==> src/rtl/tron_pkg.sv <==
// Shared types and defaults for the Tron round sequencing logic.
// Contents:
//   game_state_t  - top-level game FSM encoding, shared with the game FSM
//   round_state_t - round sequencer FSM states
//   DEF_*         - default timing / match parameters
//   sat_inc       - saturating 4-bit score increment
package tron_pkg;

  typedef enum logic [2:0] {
    MENU          = 3'd0,
    ROUND_PAUSED  = 3'd1,
    ROUND_STARTED = 3'd2,
    BLUE_WINS     = 3'd3,
    RED_WINS      = 3'd4
  } game_state_t;

  typedef enum logic [2:0] {
    RS_IDLE       = 3'd0,
    RS_COUNTDOWN  = 3'd1,
    RS_RUN        = 3'd2,
    RS_CRASH_HOLD = 3'd3,
    RS_REPORT     = 3'd4
  } round_state_t;

  localparam int DEF_TICK_FRAMES  = 4;
  localparam int DEF_COUNT_FRAMES = 60;
  localparam int DEF_HOLD_FRAMES  = 90;
  localparam int DEF_WIN_ROUNDS   = 3;

  // Frame counter width; covers every timing parameter up to 255 frames.
  localparam int CNT_W = 8;

  localparam logic [3:0] SCORE_MAX = 4'd15;

  function automatic logic [3:0] sat_inc(input logic [3:0] v);
    return (v == SCORE_MAX) ? v : v + 4'd1;
  endfunction

endpackage

==> src/rtl/frame_divider.sv <==
// Counts frame_start pulses and raises a one-cycle done pulse on the
// frame_start that brings the count to term; the count then restarts at 0.
// Ports:
//   clk         - clock
//   reset       - synchronous active-high reset
//   clear       - holds the count at 0; frame_start is ignored while high
//   frame_start - one-cycle frame pulse
//   term        - terminal count in frames (must be >= 1)
//   done        - combinational pulse, same cycle as the terminal frame_start
module frame_divider #(
  parameter int W = 8
) (
  input  logic         clk,
  input  logic         reset,
  input  logic         clear,
  input  logic         frame_start,
  input  logic [W-1:0] term,
  output logic         done
);

  logic [W-1:0] count;

  assign done = frame_start && !clear && (count == term - W'(1));

  always_ff @(posedge clk) begin
    if (reset || clear) begin
      count <= '0;
    end else if (done) begin
      count <= '0;
    end else if (frame_start) begin
      count <= count + W'(1);
    end
  end

endmodule

==> src/rtl/round_sequencer.sv <==
// Sequences one Tron round: countdown, move ticks, crash adjudication,
// scoring and match-win detection. Paced by frame_start.
//
// state         | meaning
// --------------+-----------------------------------------------------
// RS_IDLE       | waiting for Game_State == ROUND_STARTED
// RS_COUNTDOWN  | countdown 3,2,1 shown, COUNT_FRAMES frames per step
// RS_RUN        | move_tick every TICK_FRAMES frames, watching crashes
// RS_CRASH_HOLD | scene frozen HOLD_FRAMES frames, then win check
// RS_REPORT     | Blue_W / Red_W held until game FSM leaves ROUND_STARTED
//
// Ports:
//   Clk, Reset (sync, active high), Reset_Game (same effect as Reset)
//   Game_State   - top-level game state (game_state_t)
//   frame_start  - one-cycle frame pulse
//   blue_crash, red_crash - collision levels, sampled only in RS_RUN
//   move_tick    - one-cycle advance pulse (one cycle after the frame)
//   countdown    - digit on screen, 0 = none
//   Reset_Round, clear_trails - one-cycle round teardown pulses
//   Blue_W, Red_W - match-win levels
//   blue_score, red_score - saturating round wins
//   round_draw   - last round was a draw, held until next RUN entry
module round_sequencer
  import tron_pkg::*;
#(
  parameter int TICK_FRAMES  = DEF_TICK_FRAMES,
  parameter int COUNT_FRAMES = DEF_COUNT_FRAMES,
  parameter int HOLD_FRAMES  = DEF_HOLD_FRAMES,
  parameter int WIN_ROUNDS   = DEF_WIN_ROUNDS
) (
  input  logic       Clk,
  input  logic       Reset,
  input  logic       Reset_Game,
  input  logic [2:0] Game_State,
  input  logic       frame_start,
  input  logic       blue_crash,
  input  logic       red_crash,
  output logic       move_tick,
  output logic [1:0] countdown,
  output logic       Reset_Round,
  output logic       clear_trails,
  output logic       Blue_W,
  output logic       Red_W,
  output logic [3:0] blue_score,
  output logic [3:0] red_score,
  output logic       round_draw
);

  round_state_t     state;
  logic             fresh;      // first cycle in a newly entered state
  logic [CNT_W-1:0] term;
  logic             div_clear;
  logic             div_done;
  logic             rst;
  logic             in_round;

  assign rst      = Reset | Reset_Game;
  assign in_round = (Game_State == ROUND_STARTED);

  // Holding the divider clear during the entry cycle discards a frame_start
  // that coincides with entering a state.
  assign div_clear = fresh || (state == RS_IDLE) || (state == RS_REPORT);

  always_comb begin
    term = CNT_W'(TICK_FRAMES);
    case (state)
      RS_COUNTDOWN:  term = CNT_W'(COUNT_FRAMES);
      RS_CRASH_HOLD: term = CNT_W'(HOLD_FRAMES);
      default:       term = CNT_W'(TICK_FRAMES);
    endcase
  end

  frame_divider #(.W(CNT_W)) u_div (
    .clk         (Clk),
    .reset       (rst),
    .clear       (div_clear),
    .frame_start (frame_start),
    .term        (term),
    .done        (div_done)
  );

  always_ff @(posedge Clk) begin
    if (rst) begin
      state        <= RS_IDLE;
      fresh        <= 1'b0;
      move_tick    <= 1'b0;
      countdown    <= 2'd0;
      Reset_Round  <= 1'b0;
      clear_trails <= 1'b0;
      Blue_W       <= 1'b0;
      Red_W        <= 1'b0;
      blue_score   <= 4'd0;
      red_score    <= 4'd0;
      round_draw   <= 1'b0;
    end else begin
      move_tick    <= 1'b0;
      Reset_Round  <= 1'b0;
      clear_trails <= 1'b0;
      fresh        <= 1'b0;

      case (state)
        RS_IDLE: begin
          if (in_round) begin
            state     <= RS_COUNTDOWN;
            countdown <= 2'd3;
            fresh     <= 1'b1;
          end
        end

        RS_COUNTDOWN: begin
          if (!in_round) begin
            state     <= RS_IDLE;
            countdown <= 2'd0;
            fresh     <= 1'b1;
          end else if (div_done) begin
            if (countdown == 2'd1) begin
              countdown  <= 2'd0;
              round_draw <= 1'b0;
              state      <= RS_RUN;
              fresh      <= 1'b1;
            end else begin
              countdown <= countdown - 2'd1;
            end
          end
        end

        RS_RUN: begin
          if (!in_round) begin
            state <= RS_IDLE;
            fresh <= 1'b1;
          end else if (blue_crash || red_crash) begin
            // A crash wins over a tick landing in the same cycle.
            state <= RS_CRASH_HOLD;
            fresh <= 1'b1;
            if (blue_crash && red_crash) begin
              round_draw <= 1'b1;
            end else if (blue_crash) begin
              red_score <= sat_inc(red_score);
            end else begin
              blue_score <= sat_inc(blue_score);
            end
          end else if (div_done) begin
            move_tick <= 1'b1;
          end
        end

        RS_CRASH_HOLD: begin
          if (!in_round) begin
            state <= RS_IDLE;
            fresh <= 1'b1;
          end else if (div_done) begin
            fresh <= 1'b1;
            if (blue_score >= 4'(WIN_ROUNDS)) begin
              Blue_W <= 1'b1;
              state  <= RS_REPORT;
            end else if (red_score >= 4'(WIN_ROUNDS)) begin
              Red_W <= 1'b1;
              state <= RS_REPORT;
            end else begin
              Reset_Round  <= 1'b1;
              clear_trails <= 1'b1;
              state        <= RS_IDLE;
            end
          end
        end

        RS_REPORT: begin
          if (!in_round) begin
            Blue_W <= 1'b0;
            Red_W  <= 1'b0;
            state  <= RS_IDLE;
            fresh  <= 1'b1;
          end
        end

        default: state <= RS_IDLE;
      endcase

      // Returning to the menu starts a fresh match.
      if (Game_State == MENU) begin
        blue_score <= 4'd0;
        red_score  <= 4'd0;
        round_draw <= 1'b0;
      end
    end
  end

endmodule

==> config.mk <==
export PLATFORM = sky130hd
export DESIGN_NAME = round_sequencer
export DESIGN_NICKNAME = d
export VERILOG_FILES = /design/src/rtl/tron_pkg.sv /design/src/rtl/frame_divider.sv /design/src/rtl/round_sequencer.sv
export SDC_FILE = /design/constraint.sdc
export NUM_CORES = 1
export LEC_CHECK = 0
export BUFFER_PORTS_ARGS = -buffer_cell sky130_fd_sc_hd__buf_4
export CAP_MARGIN = 20
export CORE_MARGIN = 2
export CORE_UTILIZATION = 55
export DETAILED_ROUTE_END_ITERATION = 6
export GPL_TIMING_DRIVEN = 0
export PLACE_DENSITY = 0.81
export SYNTH_ARGS = -nofsm -noshare
export SYNTH_HDL_FRONTEND = slang
export SYNTH_SLANG_ARGS = --single-unit
export TNS_END_PERCENT = 100
==> constraint.sdc <==
create_clock -name Clk -period 2.25 [get_ports Clk]
set_input_delay 0.225 -clock Clk [delete_from_list [all_inputs] [get_ports Clk]]
set_output_delay 0.225 -clock Clk [all_outputs]
set_load 0.05 [all_outputs]
Word-level counts from Yosys, hierarchy flattened
Index checks and enable logic that the tools add are counted.
{ "word_totals": {"out_inout_bits": 16, "mem_bits_ro": 0, "register_bits": 27, "latch_bits": 0, "ramBits": 0, "wordCells": 123, "inputBits": 9, "mem_count": 0} }
{ "op_classes": {"eq_ne": 26, "multipliers": 0, "n_lt_le_gt_ge": 2, "n_mux": 46, "bitwise_logic": 9, "reduce_logical": 24, "n_addsub": 5, "div": 0, "n_shift": 0} }
{ "ops": {"columns": ["cell", "count"], "rows": [
  ["$mux 3", 11],
  ["$ne 2x2->1 const B", 13],
  ["$mux 1", 24],
  ["$reduce_and 6->1", 4],
  ["$pmux 3 s5", 1],
  ["$pmux 7 s2", 1],
  ["$ne 3x3->1 const B", 4],
  ["$eq 3x2->1 const B", 3],
  ["$add 4x1->4 const B", 2],
  ["$add 8x1->8 const B", 1],
  ["$eq 4x4->1 const B", 2],
  ["$eq 8x8->1", 1],
  ["$ge 4x2->1 const B", 2],
  ["$mux 2", 4],
  ["$not 1->1", 8],
  ["$sub 7x1->8 const B", 1],
  ["$reduce_and 7->1", 1],
  ["$logic_not 3->1", 2],
  ["$pmux 1 s2", 3],
  ["$reduce_bool 2->1", 3],
  ["$pmux 1 s5", 1],
  ["$reduce_and 5->1", 1],
  ["$reduce_or 5->1", 1],
  ["$logic_or 1x1->1", 4],
  ["other kinds (11)", 14]
]} }

Longest topological paths before layout
{ "logic_depth": {"depth_word": 9, "ltp_mapped": 6} }

By module
A second synthesis with hierarchy kept.
{ "unflattened": {"cells_unflattened": 196, "hier_area_um2": 1704.1} }
{ "modules_own_cells": {"columns": ["module", "cells_per_inst", "instances", "area_each_um2"], "rows": [
  ["round_sequencer", 123, 1, 1014.7],
  ["frame_divider", 73, 1, 689.4]
]} }

Worst setup path before layout
OpenSTA, ideal clock, no wires.
{ "synth_path": {"kind": "flip-flop to flip-flop", "startpoint": "reg state[2]", "endpoint": "reg u_div.count[0]", "path_buffers": 1, "stages_incl_launch_ff": 7, "t_arrival_ns": 1.698, "period_less_slack_ns": 1.822, "path_slack_ns": 0.428, "setup_ns": 0.124, "t_required_ns": 2.126, "path_cell_list": "dfxtp_1 > nand2b_1 > buf_2 > mux2_2 > a2111oi_0 > nand3b_1 > nor2_1"} }
{ "synth_between": {"elab_chain_len": 7} }
{ "synth_rtl": {"columns": ["item", "line_no", "rtl"], "rows": [
  ["start, declared", "round_sequencer.sv:49", "round_state_t state;"],
  ["start signal, assigned", "round_sequencer.sv:84", "state <= RS_IDLE;"],
  ["start signal, assigned", "round_sequencer.sv:104", "state <= RS_COUNTDOWN;"],
  ["start signal, assigned", "round_sequencer.sv:112", "state <= RS_IDLE;"],
  ["branches (longest 6 deep; another with $sub 7x1->8)", null, null],
  ["$reduce_or 2->1 (no line) *", null, null],
  ["end signal, assigned", "frame_divider.sv:31", "count <= count + W'(1);"],
  ["end, declared", "frame_divider.sv:21", "logic [W-1:0] count;"]
]} }
Every way passes the cells marked *.
A chain may end at the register's enable or synchronous reset.

Worst setup path in the final report
{ "layout_path": {"startpoint": "reg state[1]", "endpoint": "reg countdown[0]"} }
{ "layout_between": {"elab_chain_len": 8} }
{ "layout_rtl": {"columns": ["item", "line_no", "rtl"], "rows": [
  ["branches (longest 8 deep; another with $sub 7x1->8)", null, null],
  ["end signal, assigned", "round_sequencer.sv:122", "countdown <= countdown - 2'd1;"],
  ["end, declared", "round_sequencer.sv:39", "output logic [1:0] countdown,"]
]} }
Several ways; the timed one is not identified.

==> results.txt <==
The run finished with clean final reports. Traced cell by cell, the critical path runs through or3b_1 > a21o_1 > a2111oi_4 > mux2i_1 > nor2_1. The startpoint-to-endpoint class of the critical path is reg -> reg.

The maximum ir drop on the vdd rail is 418 uV. In the final design database the tool counted 230 nets. Along the worst hold path, the cell count comes to 3. The reg-to-reg startpoint is state[1]. The number of library cell types mapped by synthesis came out at 45.

For the worst setup path, the data required time is 2.50 ns. The arrival time at the worst endpoint is 2.39 ns. The final number of setup-violating endpoints is 0.

For the pin with the worst max-slew slack, the measured transition is 0.689 ns. The final count of hold timing violations was 0. The most used flip-flop cell after synthesis is sky130_fd_sc_hd__dfxtp_1. Clock latency on the worst-skew pair, taken at its later pin, is 0.33 ns. The worst relative slew slack came out at 54.1%. For this design, the slowest cell found on the critical path is sky130_fd_sc_hd__a2111oi_4. The number of cells upsized or downsized after cts came out at 0. The maximum number of pins on one net before global-route repair is 17.

The maximum achievable frequency came out at 468 MHz. The post-CTS clock slew at the launch and capture registers of the worst setup and hold paths is 0.15 ns. The fraction of layout instances using a drive strength above 1 came out at 19.0%. The sequential fraction of the synthesis area came out at 35.4%. The floorplan die area came out at 3210 um2.

For this configuration, the core starts out at a cell density of 56.8%. The die is 56.7 um wide. The number of enable-type register cells in the synthesized netlist is 0. The placed instance count is 241. By count the netlist is led by 34 x sky130_fd_sc_hd__nor2_1, 27 x sky130_fd_sc_hd__dfxtp_1, 14 x sky130_fd_sc_hd__nand2_1, 9 x sky130_fd_sc_hd__a21oi_1, 9 x sky130_fd_sc_hd__o21ai_0.

The share of Yosys cell area claimed by the top area cell type is 35.4%. The core box area is 2690 um2. The total congestion overflow after global routing is 0. The initial antenna violation count was 0. Dividing the detail-routed wire length by the instance count gives 13.2 um.

The dominant cell type by area after synthesis is sky130_fd_sc_hd__dfxtp_1. The post-synthesis register bit count is 27. The worst hold slack after final layout is 0.202 ns. In the global route stage, overall resource usage came out at 21.3%. The total detailed-routing wirelength came out at 3.26 mm. The number of search-and-repair iterations in the first detailed-routing pass is 4. Counting along the longest clock path gives a buffer depth of 2. The count of hold buffers inserted by post-cts repair is 0. The number of violations of the max-capacitance limit came out at 0. 25 I/O pins were placed.

The last weighted congestion value of the routability-driven placer is 0.827. The total number of vias came out at 1427. The number of global-route vias before repair is 1300.

The fraction of synthesis flops using an asynchronous set or reset pin came out at 0%. In the routed design, unresolved DRC markers number 0. The mean number of vias per cell came out at 5.78. On the final layout, the worst clock skew is 0.00291 ns. The total power of the final layout is 0.759 mW. The count of input and output buffers came out at 23. The number of rows in the core area is 19. The relative area change from synthesis to final layout came out at 16.7%. The first-pass GRT wire length is 5.46 mm. STA classifies the critical path endpoint as a flop.

The final-layout fill cell count came out at 231. The path with the worst hold slack has its endpoint at u_div.count[1]. The number of pins exceeding their max-slew limit in the final report came to 0.

The DRC violation total after the first TritonRoute iteration came out at 45. In this run the number of H-tree levels came out at 1. The cell sitting at the root of the clock tree is a sky130_fd_sc_hd__clkbuf_4. For the finished layout, the period the worst path requires is 2.14 ns.

The wire-length estimate of the detail-placed layout is 2.44 mm. The number of buffers inserted to repair setup after CTS came out at 0. When the netlist entered floorplanning its net count stood at 200.

The delay of the slowest cell on the worst path is 0.64 ns. The setup slack after placement came out at 0.161 ns. For this design, the sink count on the clock tree is 27. The reg2reg setup slack came out at 0.11 ns. Power spread over the standard cell area amounts to 427 nW/um2. The number of diodes came out at 0. Sorting the synthesized cells by area gives the leading types as sky130_fd_sc_hd__dfxtp_1 35%, sky130_fd_sc_hd__nor2_1 8.4%, sky130_fd_sc_hd__mux2i_1 3.9%. The mapped cell area came out at 1530 um2. Clock tree synthesis inserted a total of 3 buffers. The number of cells produced by synthesis is 187.

The sum of negative setup slack is 0 ns. For this design the static power due to leakage is 0.677 nW. The number of warnings printed during yosys synthesis is 0.

The height of the die came out at 56.7 um. The number of cells on the worst reg-to-reg path is 5. The tightest min-delay check is of the in -> reg type. TritonCTS built the clock tree. The most frequent cell after synthesis is sky130_fd_sc_hd__nor2_1. The peak fanout along the critical path is 10. The origin of the worst min-delay path is frame_start. The count of cells in the finished layout, fillers not included, comes to 247. The antenna violation net count after detailed routing is 0. STA classifies the critical path startpoint as a flop. The worst register-to-register path ends at countdown[0].

After layout, the worst path uses 95.0% of the clock period. The average cell area after synthesis came out at 8.16 um2. The minimum setup slack in the final design is 0.112 ns.
sequential cells by signal (all words and copies together), names as in the netlist:
| signal | count |
|---|---|
| move_tick | 1 |
| u_div.count | 8 |
| clear_trails | 1 |
| red_score | 4 |
| Blue_W | 1 |
| countdown | 2 |
| round_draw | 1 |
| Red_W | 1 |
| blue_score | 4 |
| fresh | 1 |
| state | 3 |
worst max-delay path, delay by kind of cell, from the launching register on:
family	cells	cell delay, ns
muxes	1	0.26
DFF	1	0.46
and+or+nand+nor	2	0.48
AOI/OAI and AO/OA	2	0.85
worst max path at each step:
stage	slack (ns)	endpoint	cells after the start	from
final	0.11	countdown[0]	5	state[1]
after global routing	-0.11	clear_trails	6	state[2]
after CTS	0.14	blue_score[3]	5	state[1]
after detailed placement	0.16	countdown[0]	5	state[1]
after global placement	0.20	countdown[0]	5	state[1]
after floorplan	0.43	u_div.count[0]	6	state[2]
power by group:
| group | internal, mW | switching, mW | total, mW | leakage, nW |
|---|---|---|---|---|
| clock network | 0.0681 | 0.154 | 0.223 | 0.0139 |
| logic | 0.0226 | 0.0324 | 0.0550 | 0.446 |
| registers | 0.480 | 0.00174 | 0.482 | 0.218 |
area by class of cell:
cell class              count  area [um2]  share of cell area, %
repair buffers             25         185                   10.4
multi-input cells         148         931                   52.3
clock buffers               3        22.5                   1.27
flip-flops and latches     27         541                   30.4
plain buffers               6        31.3                   1.76
clock inverters             1        7.51                  0.422
inverters                   6        22.5                   1.27
well taps                  31        38.8                   2.18
per-layer routing:
metal | up-vias | GRT usage [%] | wire [um] | part of all wire [%]
met5 | - | 0 | 0 | 0
met4 | 0 | 8.16 | 25 | 0.77
met3 | 4 | 2.53 | 172 | 5.3
met2 | 40 | 36.2 | 1610 | 49
met1 | 657 | 27.3 | 1450 | 45
li1 | 726 | - | - | -
per-stage QoR:
step | util, % | instance area, um2
final | 66.2 | 1780
after global routing | 66.2 | 1780
after CTS | 65.8 | 1770
after detailed placement | 64.6 | 1740
after global placement | 64.6 | 1740
after floorplan | - | 1530
logic make-up after synthesis:
| group | after synthesis | share of synthesized area [%] |
|---|---|---|
| XOR/XNOR | 11 | 6.32 |
| multiplexers | 7 | 4.68 |
| AO/OA/AOI/OAI | 33 | 14.8 |
| adder cells (fa/ha/maj) | 4 | 3.28 |
| flip-flops | 27 | 35.4 |
| AND/OR/NAND/NOR | 93 | 31.9 |
| buffers and inverters | 12 | 3.53 |
placed cells by master (no fill, tap or decap), drive strengths merged, types with 3 or more instances in the layout:
master   n
mux2i    6
or3b     4
a21oi    9
xor2     6
or3      5
o21ai    9
clkbuf   6
xnor2    5
nand2   14
ha       4
inv      6
nand4    4
o31ai    3
buf     28
and3     4
nor3b    3
nor2    34
nor3     5
nand3    8
dfxtp   27
Note: power is estimated with default switching activity, not from simulation.
